===== config.mk =====
export PLATFORM = sky130hd
export DESIGN_NAME = rshift_seq_unit
export DESIGN_NICKNAME = d
export VERILOG_FILES = /design/src/rtl/shift_pkg.sv /design/src/rtl/rshift_step.sv /design/src/rtl/rshift_seq_unit.sv
export SDC_FILE = /design/constraint.sdc
export NUM_CORES = 1
export LEC_CHECK = 0
export CORE_MARGIN = 4
export CORE_UTILIZATION = 45
export DETAILED_ROUTE_END_ITERATION = 16
export PLACE_DENSITY = 0.79
export REMOVE_ABC_BUFFERS = 1
export SLEW_MARGIN = 15
export SYNTH_ARGS = -nofsm -noshare
export SYNTH_HDL_FRONTEND = slang
export SYNTH_HIERARCHICAL = 1
export SYNTH_SLANG_ARGS = --single-unit
export TNS_END_PERCENT = 5

===== constraint.sdc =====
create_clock -name clk -period 3.3 [get_ports clk]
set_input_delay 0.66 -clock clk [delete_from_list [all_inputs] [get_ports clk]]
set_output_delay 0.66 -clock clk [all_outputs]
set_load 0.005 [all_outputs]

===== src/rtl/shift_pkg.sv =====
// Shared encodings for the sequential right-shift unit: operation modes and FSM states.
package shift_pkg;

  localparam logic [1:0] MODE_LSR   = 2'b00;
  localparam logic [1:0] MODE_ASR   = 2'b01;
  localparam logic [1:0] MODE_ROR_C = 2'b10;

  typedef enum logic [1:0] {
    IDLE   = 2'b00,
    SHIFT  = 2'b01,
    FINISH = 2'b10
  } state_t;

endpackage


===== src/rtl/rshift_step.sv =====
// Combinational one-bit right step (logical / arithmetic / rotate-through-carry).
// Rotate is built only when RSHIFT_ROTATE_EN is defined; otherwise mode 10 shifts logically.
module rshift_step
  import shift_pkg::*;
#(
  parameter int WIDTH = 8
) (
  input  logic [WIDTH-1:0] data,
  input  logic             carry,
  input  logic [1:0]       mode,
  output logic [WIDTH-1:0] data_next,
  output logic             carry_next
);

  always_comb begin
    data_next  = {1'b0, data[WIDTH-1:1]};
    carry_next = data[0];
    case (mode)
      MODE_ASR:   data_next[WIDTH-1] = data[WIDTH-1];
`ifdef RSHIFT_ROTATE_EN
      MODE_ROR_C: data_next[WIDTH-1] = carry;
`endif
      default:    ;
    endcase
  end

`ifndef RSHIFT_ROTATE_EN
  // Carry only feeds the rotate path, which is absent in this build.
  logic unused_carry;
  assign unused_carry = carry;
`endif

endmodule


===== src/rtl/rshift_seq_unit.sv =====
// Sequential right shifter: one bit per clock, count clamped to WIDTH, start/done handshake.
// Define RSHIFT_ROTATE_EN to enable rotate-through-carry for mode 10.
module rshift_seq_unit #(
  parameter int WIDTH = 8,
  parameter int AMT_W = 4
) (
  input  logic             clk,
  input  logic             rst,
  input  logic             start,
  input  logic [WIDTH-1:0] acc_data,
  input  logic [AMT_W-1:0] shift_amt,
  input  logic [1:0]       mode,
  input  logic             ci_in,
  output logic             busy,
  output logic             done,
  output logic [WIDTH-1:0] rshift_out,
  output logic             co_rshift,
  output logic             zero
);
  import shift_pkg::*;

  localparam logic [AMT_W-1:0] FULL_CNT = AMT_W'(WIDTH);

  // Handshake: start is taken only in IDLE (operands captured on that edge); done pulses
  // for exactly one cycle, in FINISH, with rshift_out/co_rshift/zero already valid.
  state_t           state;
  logic [WIDTH-1:0] work;
  logic             work_c;
  logic [1:0]       op_mode;
  logic [AMT_W-1:0] count;
  logic [AMT_W-1:0] load_cnt;
  logic [WIDTH-1:0] step_data;
  logic             step_c;

  assign load_cnt = (shift_amt > FULL_CNT) ? FULL_CNT : shift_amt;

  rshift_step #(.WIDTH(WIDTH)) u_step (
    .data       (work),
    .carry      (work_c),
    .mode       (op_mode),
    .data_next  (step_data),
    .carry_next (step_c)
  );

  // Results are registered on the edge entering FINISH so they are valid while done is high.
  always_ff @(posedge clk) begin
    if (rst) begin
      state      <= IDLE;
      work       <= '0;
      work_c     <= 1'b0;
      op_mode    <= MODE_LSR;
      count      <= '0;
      busy       <= 1'b0;
      done       <= 1'b0;
      rshift_out <= '0;
      co_rshift  <= 1'b0;
      zero       <= 1'b0;
    end else begin
      case (state)
        IDLE: begin
          done <= 1'b0;
          if (start) begin
            work    <= acc_data;
            work_c  <= ci_in;
            op_mode <= mode;
            count   <= load_cnt;
            busy    <= 1'b1;
            if (load_cnt == '0) begin
              rshift_out <= acc_data;
              co_rshift  <= ci_in;
              zero       <= (acc_data == '0);
              done       <= 1'b1;
              state      <= FINISH;
            end else begin
              state <= SHIFT;
            end
          end
        end
        SHIFT: begin
          work   <= step_data;
          work_c <= step_c;
          count  <= count - AMT_W'(1);
          if (count == AMT_W'(1)) begin
            rshift_out <= step_data;
            co_rshift  <= step_c;
            zero       <= (step_data == '0);
            done       <= 1'b1;
            state      <= FINISH;
          end
        end
        FINISH: begin
          done  <= 1'b0;
          busy  <= 1'b0;
          state <= IDLE;
        end
        default: begin
          done  <= 1'b0;
          busy  <= 1'b0;
          state <= IDLE;
        end
      endcase
    end
  end

endmodule


**After elaboration in Yosys (flattened, before gate mapping)**

Index checks and enable logic that the tools add are counted.

- $add $sub $neg: 1
- $lt $le $gt $ge: 1
- Equal/unequal tests: 6
- Muxes and demuxes: 28
- Bitwise gates (word level): 1
- Reductions and logical operators: 10

Operators by type and width:

| operator | count |
|---|---|
| $mux 8 | 4 |
| $pmux 8 s2 | 2 |
| $logic_not 8->1 | 2 |
| $mux 1 | 11 |
| $mux 4 | 2 |
| $pmux 1 s2 | 4 |
| $pmux 4 s2 | 1 |
| $reduce_and 2->1 | 4 |
| $mux 2 | 3 |
| $ne 2x2->1 const B | 3 |
| $eq 2x1->1 const B | 2 |
| $eq 4x1->1 const B | 1 |
| $gt 4x4->1 const B | 1 |
| $logic_not 4->1 | 1 |
| $pmux 2 s2 | 1 |
| $reduce_and 4->1 | 1 |
| $sub 4x1->4 const B | 1 |
| $logic_not 2->1 | 1 |
| $reduce_bool 2->1 | 1 |
| $not 1->1 | 1 |

- Register bits: 28
- Input bits: 18
- Word-level logic and storage cells: 56

**Longest topological paths before layout**

- Depth after elaboration: 6
- Gate-level depth with buffers: 8
- Gate-level depth less buffers: 6

**Cells and area by module**

The synthesis kept the hierarchy.

By module, submodules not included:

| module | times used | cells an instance | area an instance (µm²) | sequential area each (µm²) |
|---|---|---|---|---|
| rshift_seq_unit | 1 | 143 | 1316.3 | 580.6 |
| rshift_step | 1 | 9 | 68.8 | 0.0 |

**Worst setup path after synthesis**

Ideal clock, no wire load.

- Path kind: input to register
- Start point: in shift_amt[2]
- End point: reg rshift_out[3]
- Data arrival time: 1.670 ns
- Required time: 3.229 ns
- Setup slack: 1.559 ns
- Cell stages on the path: 4
- Buffers on the path: 0
- Path through: nor4_2 > a22oi_1 > or4_1 > a21oi_1

- Longest elaborated chain between the ends: 5

RTL lines:

| what | line | source |
|---|---|---|
| from (decl) | rshift_seq_unit.sv:11 | `input logic [AMT_W-1:0] shift_amt,` |
| $gt 4x4->1 | rshift_seq_unit.sv:35 | `assign load_cnt = (shift_amt > FULL_CNT) ? FULL_CNT : shift_amt;` |
| $mux 4 * | rshift_seq_unit.sv:35 |  |
| $logic_not 4->1 * | rshift_seq_unit.sv:68 | `if (load_cnt == '0) begin` |
| $ne 2x2->1 (no line) * | -- |  |
| $reduce_and 4->1 (no line) * | -- |  |
| to (signal assigned) | rshift_seq_unit.sv:69 | `rshift_out <= acc_data;` |
| to (signal assigned) | rshift_seq_unit.sv:84 | `rshift_out <= step_data;` |
| to (decl) | rshift_seq_unit.sv:16 | `output logic [WIDTH-1:0] rshift_out,` |

Mark *: on every way between the ends. The rest lies on a longest branch, timed or not.
A chain may end at the register's enable or synchronous reset.

**Worst setup path in the final report**

- Start point: in shift_amt[3]
- End point: reg zero

- Longest elaborated chain between the ends: 5

RTL lines:

| what | line | source |
|---|---|---|
| $gt 4x4->1 | rshift_seq_unit.sv:35 |  |
| $mux 4 * | rshift_seq_unit.sv:35 |  |
| $logic_not 4->1 * | rshift_seq_unit.sv:68 |  |
| $ne 2x2->1 (no line) * | -- |  |
| $reduce_and 4->1 (no line) * | -- |  |
| to (signal assigned) | rshift_seq_unit.sv:71 | `zero <= (acc_data == '0);` |
| to (signal assigned) | rshift_seq_unit.sv:86 | `zero <= (step_data == '0);` |
| to (decl) | rshift_seq_unit.sv:18 | `output logic zero` |

Marked as above.

==> metrics.txt <==
Mean Syn Cell Area=a little over 9 um2; DR pass1 iterations=4; Worst Setup Start Kind=input port; cell count after synthesis=149; Core Rows=19; CTS Buf Count=3; leakage power=0.5735 nW; grt ovf=0; Tmin final=around 2.3 ns; CP max stage cell=a22o_1; initial core utilization=0.4826; Max IR drop VDD=about 0.00022 V; PwrDens=roughly 470 mW/mm2; die height=62.85 um; YS warnings=6; Critical Path RT=3.55 ns; HP Class=register to register; status=completed; Fin. Hold Viols=0; RD Place Congestion=0.7650; DR vias=about 1100; Std-Cell Core Area=around 0.0028 mm2; unrepaired setup endpoints after global routing=false; Residual DRC=0; cells along the critical path=clkdlybuf4s50_1 -> nor4_2 -> a22o_1 -> nor2_1 -> a311oi_1; Critical Path End Type=register; via-per-instance ratio=5.628; hold buffers post-CTS=0; die area=~0.004 mm2; Clock Tree Root=clkbuf_4; Overall Global Routing Usage=0.1475; relative slew slack=0.5938; Final Max Slew Viols=0; reg2reg end=zero$_SDFFE_PP0P_; Port Buf Inserts=29; chip width=62.85 um; diodes inserted=0; Hold Crit Depth=2; Tcrit/Tclk final=0.6840; Post-Syn Area=~0.0014 mm2; WHS Endpoint=work[3]$_SDFFE_PP0P_; crit path kind=input port to register; worst slew pin tran=0.6093 ns; DRT Wirelength=roughly 2800 um; Nets=186; initial antenna violation count=0; Detail Route Antenna Nets=0; hold wc startpoint=work[3]$_SDFFE_PP0P_; CP Buf/Inv Count=1; Iter 0 DRT Violations=50; CP arrival=roughly 2.5 ns; skew final=0.006667 ns; vias in the first global route=around 1000; maxcap violations=0; largest net degree at the start of global routing=29; quantity of gates resized following cts=0; Top delay family on crit path=compound AO/OA/AOI/OAI gates; P&R area growth vs syn=19.96%; dpl hpwl=2061 um; htree depth=1; drt wl/cell=between 10 and 15 um; Critical R2R Launch=state[0]$_SDFFE_PP0P_; # IOs=30; CP max FO=18; TritonCTS clock tree=yes; Worst R2R Path Depth=4; Largest stage delay, worst path=0.61 ns; Clock transition at path regs=0.15 ns; setup bufs post-CTS=0; first-pass GRT wire length=4781 um; fmax=approximately 440 MHz; Clock Latency Late Sink=between 0.3 and 0.4 ns; layout cells sized above 1=0.06061; Max Buffers Root-to-Sink=2; Final Setup Violations=0; CP Depth=5; TNS Setup=0 ns; # clock sinks=28; WHS=around 0.5 ns; R2R Setup Slk=roughly 1.1 ns
[tightest hold or removal path, cell delays in order (launching register included)]
cell and delay (ns):
dfxtp_1 0.35, nand2_1 0.06, a21oi_1 0.06
[cells in the final DEF, fill, tap and decap left out, types with 2 or more instances in the layout]
master	n
clkdlybuf4s50_1	29
nand3_1	2
a22oi_1	2
mux2i_1	10
dfxtp_1	28
a21oi_1	5
o21ai_0	4
clkbuf_4	3
a211oi_1	15
inv_1	4
nor3b_1	3
and2b_1	2
nand2_1	2
nand2b_1	3
nor3_1	5
ha_1	2
nor4_1	2
a22o_1	2
nor2_1	23
[sequential cells by signal, indices dropped and copies added, names as in the netlist]
register	cells
co_rshift	1
op_mode	2
state	2
rshift_out	8
zero	1
count	4
work	8
done	1
busy	1
[final cells by class]
type                            instances  area [um2]
Clock buffer                            3       22.52
Clock inverter                          1       30.03
Fill cell                             249        1181
Inverter                                4       15.01
Multi-Input combinational cell         99       659.4
Sequential cell                        28       560.5
Tap cell                               31       38.79
Timing Repair Buffer                   30       297.8
[per-layer routing]
metal / part of all wire / vias up / routed length (um) / GRT usage
li1: - / 563 / - / -
met1: 0.48 / 521 / 1322 / 0.1828
met2: 0.47 / 15 / 1320 / 0.2477
met3: 0.031 / 4 / 87 / 0.03237
met4: 0.018 / 0 / 51 / 0.05785
met5: 0 / - / 0 / 0
[power by group]
| part | total [mW] | switching, mW | internal [mW] | leakage, nW |
|---|---|---|---|---|
| logic | 0.154 | 0.0738 | 0.0801 | 0.316 |
| clock network | 0.222 | 0.0992 | 0.123 | 0.0279 |
| registers | 0.390 | 0.0238 | 0.366 | 0.230 |
| total | 0.766 | 0.197 | 0.569 | 0.574 |
[through the flow]
stage	setup slack, ns	cell area [um2]	std cells	total power [mW]	util
after floorplan	1.443	1235	131	0.4816	-
after global placement	0.7670	1572	192	0.5445	0.5602
after detailed placement	0.7119	1572	192	0.5493	0.5602
after CTS	1.057	1624	196	0.7704	0.5789
after global routing	0.8624	1624	196	0.8068	0.5789
final	1.043	1624	196	0.7658	0.5789
[worst max path at each step]
stage            startpoint                     end
3_5_place_dp   shift_amt[3]       zero$_SDFFE_PP0P_
2_1_floorplan  shift_amt[2]       zero$_SDFFE_PP0P_
4_1_cts        shift_amt[3]       zero$_SDFFE_PP0P_
3_3_place_gp          start       zero$_SDFFE_PP0P_
6_report       shift_amt[3]       zero$_SDFFE_PP0P_
5_1_grt        shift_amt[3]  co_rshift$_SDFFE_PP0P_
(Power assumes the default switching activity.)
